==> src/rtl/tpu_seq_ctrl_pkg.sv <==
// Shared definitions for the NaiveTPU matrix-path sequencer.
// Optional watchdog is enabled by defining CTRL_TIMEOUT_EN.
package tpu_seq_ctrl_pkg;

  localparam int TILE_K_DEF    = 16;
  localparam int TILE_LOG2_DEF = 4;
  localparam int TO_W_DEF      = 20;

  // One-hot sequencer states
  typedef enum logic [9:0] {
    S_IDLE   = 10'b00_0000_0001,
    S_LATCH  = 10'b00_0000_0010,
    S_RSH    = 10'b00_0000_0100,
    S_RSH_W  = 10'b00_0000_1000,
    S_COMP   = 10'b00_0001_0000,
    S_COMP_W = 10'b00_0010_0000,
    S_WB     = 10'b00_0100_0000,
    S_WB_W   = 10'b00_1000_0000,
    S_NEXT   = 10'b01_0000_0000,
    S_FIN    = 10'b10_0000_0000
  } state_e;

  // Error causes, reserved for a future status register
  typedef enum logic [1:0] {
    ERR_NONE    = 2'd0,
    ERR_DIM     = 2'd1,
    ERR_TIMEOUT = 2'd2
  } err_cause_e;

  // Number of K-tiles; k is non-zero here, so k-1 cannot wrap and
  // K=65535 yields 4096 without overflowing 16 bits.
  function automatic logic [15:0] tile_count(input logic [15:0] k, input int log2);
    return ((k - 16'd1) >> log2) + 16'd1;
  endfunction

endpackage

==> src/rtl/tpu_wait_done.sv <==
// Handshake waiter shared by all *_W states: guard cycle, per-input
// "seen" latches and (with CTRL_TIMEOUT_EN) a watchdog counter.
module tpu_wait_done #(
  parameter int TO_W = 20
) (
  input  logic clk,
  input  logic rst_n,
  input  logic arm,      // cycle before a wait state: reset tracking
  input  logic wait_en,  // currently in a wait state
  input  logic fin_a,
  input  logic fin_b,
  output logic ok,       // both finishes observed after the guard
  output logic timeout
);

  if (TO_W < 2) begin : g_bad_to
    $error("TO_W must be at least 2");
  end

  logic guard_q, guard_d;
  logic seen_a_q, seen_a_d;
  logic seen_b_q, seen_b_d;
  logic live;

  // Guard masks the first wait cycle, where a stale finish may still be high
  always_comb begin
    live     = wait_en & ~guard_q;
    guard_d  = arm ? 1'b1 : (wait_en ? 1'b0 : guard_q);
    seen_a_d = arm ? 1'b0 : (seen_a_q | (live & fin_a));
    seen_b_d = arm ? 1'b0 : (seen_b_q | (live & fin_b));
    ok       = live & (seen_a_q | fin_a) & (seen_b_q | fin_b);
  end

  // Guard and seen state
  always_ff @(posedge clk or negedge rst_n) begin
    if (!rst_n) begin
      guard_q  <= 1'b0;
      seen_a_q <= 1'b0;
      seen_b_q <= 1'b0;
    end else begin
      guard_q  <= guard_d;
      seen_a_q <= seen_a_d;
      seen_b_q <= seen_b_d;
    end
  end

`ifdef CTRL_TIMEOUT_EN
  logic [TO_W-1:0] cnt_q, cnt_d;

  // Watchdog counts cycles spent in the current wait, saturating at all-ones
  always_comb begin
    cnt_d   = cnt_q;
    if (arm)
      cnt_d = '0;
    else if (wait_en && !(&cnt_q))
      cnt_d = cnt_q + TO_W'(1);
    timeout = wait_en & (&cnt_q);
  end

  // Watchdog register
  always_ff @(posedge clk or negedge rst_n) begin
    if (!rst_n) cnt_q <= '0;
    else        cnt_q <= cnt_d;
  end
`else
  assign timeout = 1'b0;
`endif

endmodule

==> src/rtl/tpu_seq_ctrl.sv <==
// NaiveTPU matrix-path sequencer: latch dims, reshape once, then
// compute + writeback per K-tile, sticky done/err for the PS.
// Optional watchdog on every wait state: CTRL_TIMEOUT_EN.
module tpu_seq_ctrl
  import tpu_seq_ctrl_pkg::*;
#(
  parameter int TILE_K    = TILE_K_DEF,
  parameter int TILE_LOG2 = TILE_LOG2_DEF,
  parameter int TO_W      = TO_W_DEF
) (
  input  logic        clk,
  input  logic        rst_n,
  input  logic        start,
  input  logic [15:0] M,
  input  logic [15:0] N,
  input  logic [15:0] K,
  output logic        busy,
  output logic        done,
  output logic        err,
  output logic [15:0] cfg_M,
  output logic [15:0] cfg_N,
  output logic [15:0] cfg_K,
  output logic        reshape_start,
  input  logic        fm_finish,
  input  logic        w_finish,
  output logic        comp_start,
  output logic [15:0] tile_idx,
  input  logic        comp_finish,
  output logic        wb_start,
  input  logic        wb_finish
);

  if (TILE_K != (1 << TILE_LOG2)) begin : g_bad_tile
    $error("TILE_K must equal 2**TILE_LOG2");
  end

  state_e      state_q, state_d;
  logic [15:0] cfg_m_q, cfg_m_d, cfg_n_q, cfg_n_d, cfg_k_q, cfg_k_d;
  logic [15:0] tiles_q, tiles_d, tile_idx_q, tile_idx_d;
  logic        busy_q, busy_d, done_q, done_d, err_q, err_d;
  logic        rsh_q, rsh_d, comp_q, comp_d, wb_q, wb_d;
  logic        arm, wait_en, fin_a, fin_b, wt_ok, wt_to;

  // Route the finish inputs of the active handshake to the shared waiter
  always_comb begin
    arm     = (state_q == S_RSH) || (state_q == S_COMP) || (state_q == S_WB);
    wait_en = (state_q == S_RSH_W) || (state_q == S_COMP_W) || (state_q == S_WB_W);
    fin_a   = 1'b0;
    fin_b   = 1'b0;
    case (state_q)
      S_RSH_W:  begin fin_a = fm_finish;   fin_b = w_finish;    end
      S_COMP_W: begin fin_a = comp_finish; fin_b = comp_finish; end
      S_WB_W:   begin fin_a = wb_finish;   fin_b = wb_finish;   end
      default:  ;
    endcase
  end

  tpu_wait_done #(.TO_W(TO_W)) u_wait (
    .clk     (clk),
    .rst_n   (rst_n),
    .arm     (arm),
    .wait_en (wait_en),
    .fin_a   (fin_a),
    .fin_b   (fin_b),
    .ok      (wt_ok),
    .timeout (wt_to)
  );

  // Next-state, datapath and registered-output decode
  always_comb begin
    state_d    = state_q;
    cfg_m_d    = cfg_m_q;
    cfg_n_d    = cfg_n_q;
    cfg_k_d    = cfg_k_q;
    tiles_d    = tiles_q;
    tile_idx_d = tile_idx_q;
    done_d     = done_q;
    err_d      = err_q;
    case (state_q)
      S_IDLE: if (start) begin
        cfg_m_d = M;
        cfg_n_d = N;
        cfg_k_d = K;
        done_d  = 1'b0;
        err_d   = 1'b0;
        state_d = S_LATCH;
      end
      S_LATCH: if (cfg_m_q == 16'd0 || cfg_n_q == 16'd0 || cfg_k_q == 16'd0) begin
        err_d   = 1'b1;
        state_d = S_FIN;
      end else begin
        tiles_d    = tile_count(cfg_k_q, TILE_LOG2);
        tile_idx_d = 16'd0;
        state_d    = S_RSH;
      end
      S_RSH:  state_d = S_RSH_W;
      S_COMP: state_d = S_COMP_W;
      S_WB:   state_d = S_WB_W;
      S_RSH_W, S_COMP_W, S_WB_W: begin
        if (wt_ok) begin
          state_d = (state_q == S_RSH_W)  ? S_COMP :
                    (state_q == S_COMP_W) ? S_WB   : S_NEXT;
        end else if (wt_to) begin
          err_d   = 1'b1;
          state_d = S_FIN;
        end
      end
      S_NEXT: if (tile_idx_q == tiles_q - 16'd1) begin
        state_d = S_FIN;
      end else begin
        tile_idx_d = tile_idx_q + 16'd1;
        state_d    = S_COMP;
      end
      S_FIN: begin
        done_d  = 1'b1;
        state_d = S_IDLE;
      end
      default: state_d = S_IDLE;
    endcase
    // Pulses coincide with their launch state; busy lags state by one edge
    busy_d = (state_q != S_IDLE) && (state_q != S_FIN);
    rsh_d  = (state_d == S_RSH);
    comp_d = (state_d == S_COMP);
    wb_d   = (state_d == S_WB);
  end

  // State and output registers
  always_ff @(posedge clk or negedge rst_n) begin
    if (!rst_n) begin
      state_q    <= S_IDLE;
      cfg_m_q    <= '0;
      cfg_n_q    <= '0;
      cfg_k_q    <= '0;
      tiles_q    <= '0;
      tile_idx_q <= '0;
      busy_q     <= 1'b0;
      done_q     <= 1'b0;
      err_q      <= 1'b0;
      rsh_q      <= 1'b0;
      comp_q     <= 1'b0;
      wb_q       <= 1'b0;
    end else begin
      state_q    <= state_d;
      cfg_m_q    <= cfg_m_d;
      cfg_n_q    <= cfg_n_d;
      cfg_k_q    <= cfg_k_d;
      tiles_q    <= tiles_d;
      tile_idx_q <= tile_idx_d;
      busy_q     <= busy_d;
      done_q     <= done_d;
      err_q      <= err_d;
      rsh_q      <= rsh_d;
      comp_q     <= comp_d;
      wb_q       <= wb_d;
    end
  end

  assign busy          = busy_q;
  assign done          = done_q;
  assign err           = err_q;
  assign cfg_M         = cfg_m_q;
  assign cfg_N         = cfg_n_q;
  assign cfg_K         = cfg_k_q;
  assign reshape_start = rsh_q;
  assign comp_start    = comp_q;
  assign wb_start      = wb_q;
  assign tile_idx      = tile_idx_q;

endmodule
==> config.mk <==
export PLATFORM = sky130hd
export DESIGN_NAME = tpu_seq_ctrl
export DESIGN_NICKNAME = d
export VERILOG_FILES = /design/src/rtl/tpu_seq_ctrl_pkg.sv /design/src/rtl/tpu_wait_done.sv /design/src/rtl/tpu_seq_ctrl.sv
export SDC_FILE = /design/constraint.sdc
export NUM_CORES = 1
export LEC_CHECK = 0
export CAP_MARGIN = 15
export CORE_MARGIN = 5
export CORE_UTILIZATION = 28
export DETAILED_ROUTE_END_ITERATION = 10
export SLEW_MARGIN = 25
export SYNTH_ARGS = -nofsm -noshare
export SYNTH_HDL_FRONTEND = slang
export SYNTH_HIERARCHICAL = 1
export SYNTH_SLANG_ARGS = --single-unit
==> constraint.sdc <==
create_clock -name clk -period 3.85 [get_ports clk]
set_clock_uncertainty 0.2 [all_clocks]
set_input_delay 0.77 -clock clk [delete_from_list [all_inputs] [get_ports clk]]
set_output_delay 0.77 -clock clk [all_outputs]
set_load 0.005 [all_outputs]
==> impl_metrics.env <==
export IMPL_synth_distinct_cells=65
export IMPL_wire_per_inst_um=15.1
export IMPL_worstPathCellList="or4_1 > or4_4 > nor4_4 > or3_1 > buf_4 > o21ai_0"
export IMPL_ys_seq_area_frac=0.472
export IMPL_yosysWarnings=6
export IMPL_final_layout_size_suffix_gt1_frac=0.0539
export IMPL_die_h_um=145
export IMPL_cts_made_buffers=9
export IMPL_cts_tree="done"
export IMPL_insertion_delay_ps=350
export IMPL_dp_cells=918
export IMPL_synth_most_common_cell="nand2_1"
export IMPL_final_setup_tns_ps=0
export IMPL_final_cells=934
export IMPL_final_max_slew_viol_count=0
export IMPL_synth_area_mm2=0.00509
export IMPL_syn_nets=641
export IMPL_postSynthCellCount=583
export IMPL_period_share=0.831
export IMPL_p_leak_nw=3.06
export IMPL_via_per_inst=4.76
export IMPL_io_pins=125
export IMPL_vias=4450
export IMPL_coreArea_mm2=0.0180
export IMPL_crit_fanout=20
export IMPL_vdd_ir_drop_max_mv=0.307
export IMPL_die_w_um=145
export IMPL_cts_sinks=96
export IMPL_end_kind="flip-flop"
export IMPL_fin_util=0.385
export IMPL_grt_first_pass_wirelength_um=23000
export IMPL_fillCellCount=1804
export IMPL_hpwl_um=10300
export IMPL_power_density_mw_per_mm2=673
export IMPL_synth_area_per_cell_um2=8.74
export IMPL_cts_resized=0
export IMPL_grt_pass1_vias=4383
export IMPL_synthArstFlopShare=1.00
export IMPL_cts_hold_buf=0
export IMPL_synth_edf_count=0
export IMPL_drv_cap=0
export IMPL_grt_max_degree=61
export IMPL_drc=0
export IMPL_grt_setup_unrepaired="no"
export IMPL_fp_row_count=49
export IMPL_antenna_left=0
export IMPL_slew_headroom=0.453
export IMPL_gp_congestion=0.773
export IMPL_regToRegSetupSlack_ps=650
export IMPL_diodes=0
export IMPL_startpoint_type="flip-flop"
export IMPL_drt_first_pass_iters=4
export IMPL_status="finished, final reports clean"
export IMPL_setup_viol=0
export IMPL_netlist_top_cells_area="dfrtp_1, nand2_1, xnor2_1"
export IMPL_htreeDepth=3
export IMPL_root_buffer="clkbuf_16"
export IMPL_fin_nets=758
export IMPL_fmax_mhz=312
export IMPL_yosysTopAreaCell="dfrtp_1"
export IMPL_synth_flop_cell="dfrtp_1"
export IMPL_grt_usage=0.139
export IMPL_synth_top_cell_area_share=0.467
export IMPL_cts_setup_buffers=0
export IMPL_critPathKind="flip-flop to flip-flop"
export IMPL_period_needed_ps=3200
export IMPL_cpPeakStageDelay_ps=670
export IMPL_synth_common_cells="nand2_1, dfrtp_1, nor2_1, clkbuf_1, o21ai_0"
export IMPL_ys_ff_latch=96
export IMPL_dr_first_iter_drc_count=241
export IMPL_start_util=0.284
export IMPL_tightestPinTransition_ps=821
export IMPL_hold_viol_final=0
export IMPL_seqCellArea_mm2=0.00240
export IMPL_cts_max_path_buffers=2
export IMPL_hold_class="flip-flop to flip-flop"
export IMPL_crit_slowest_cell="or4_1"
export IMPL_numPortBuffers=124
export IMPL_worst_endpoint_required_ps=3870
export IMPL_die_area_mm2=0.0210
export IMPL_holdWs_ps=299
export IMPL_multi_input_area_mm2=0.00253
export IMPL_clkSlewWorstSetupHoldPaths_ps=70
export IMPL_drt_wl_total_um=14100
export IMPL_worstPathArrival_ps=3230
export IMPL_overflow=0
export IMPL_syn2layout_area_growth_pct=35.6
export IMPL_grt_antenna_before_repair=0
-- area by class of cell --
class                      instances  share of cell area
multi-input combinational        448               0.366
sequential                        96               0.348
timing repair buffer             131               0.191
tap                              229              0.0415
clock buffer                      10              0.0331
clock inverter                     6              0.0132
inverter                          14             0.00797
-- placed cells by master (no fill, tap or decap), drive strengths merged, types with 14 or more instances in the layout --
cell type,count
inv,15
a21oi,15
nor2,28
xnor2,16
dfrtp,95
nor4,18
clkdlybuf4s50,123
o21ai,18
nand2,183
nand3,14
-- routing by layer --
metal  global-route usage  part of all wire
met3               0.0361             0.062
met2                0.210              0.45
met1                0.194              0.48
met4               0.0427             0.013
met5                    0                 0
-- power by group --
part | internal [mW] | total (mW) | switching (mW)
logic | 0.974 | 1.91 | 0.940
registers | 1.36 | 1.75 | 0.399
clock network | 0.574 | 0.979 | 0.405
-- worst max-delay path, delay by kind of cell (launching register included) --
| kind | cells | cell delay [ps] |
|---|---|---|
| and+or+nand+nor | 4 | 2060 |
| DFF | 1 | 410 |
| buffers and inverters | 1 | 300 |
| AOI/OAI and AO/OA | 1 | 110 |
-- registers in the layout, indices dropped and copies added (netlist names), 10 cells and up --
register	flops
cfg_K	16
cfg_M	16
cfg_N	16
state_q	10
tile_idx	16
tiles_q	13
-- per-stage QoR --
stage	power (mW)	setup slack (ps)	cell area, um2
finish	4.65	650	6910
detailed placement	3.71	626	6590
global placement	3.69	665	6590
floorplan	2.78	959	5090
global route	5.03	280	6910
CTS	4.72	622	6910
-- cells by family after synthesis --
| logic type | after synthesis | synth area share |
|---|---|---|
| fa+ha+maj | 3 | 0.00737 |
| mux | 7 | 0.0140 |
| buf+inv | 39 | 0.0346 |
| compound gates | 82 | 0.111 |
| simple gates | 327 | 0.313 |
| flops | 96 | 0.472 |
| xor+xnor | 28 | 0.0481 |
| other cells | 1 | 0.000736 |
-- path summary, 6_finish.rpt --
path | startpoint | endpoint | cells after the start
min | cfg_N[10]$_DFFE_PN0P_ | cfg_N[10]$_DFFE_PN0P_ | 2
max | cfg_K[0]$_DFFE_PN0P_ | tiles_q[4]$_DFFE_PN0P_ | 6
max in group asynchronous | rst_n | state_q[0]$_DFF_PN1_ | 2
min in group asynchronous | rst_n | wb_start$_DFF_PN0_ | 1
min reg2reg | cfg_N[10]$_DFFE_PN0P_ | cfg_N[10]$_DFFE_PN0P_ | 2
max reg2reg | cfg_K[0]$_DFFE_PN0P_ | tiles_q[4]$_DFFE_PN0P_ | 6
(Power assumes the default switching activity.)
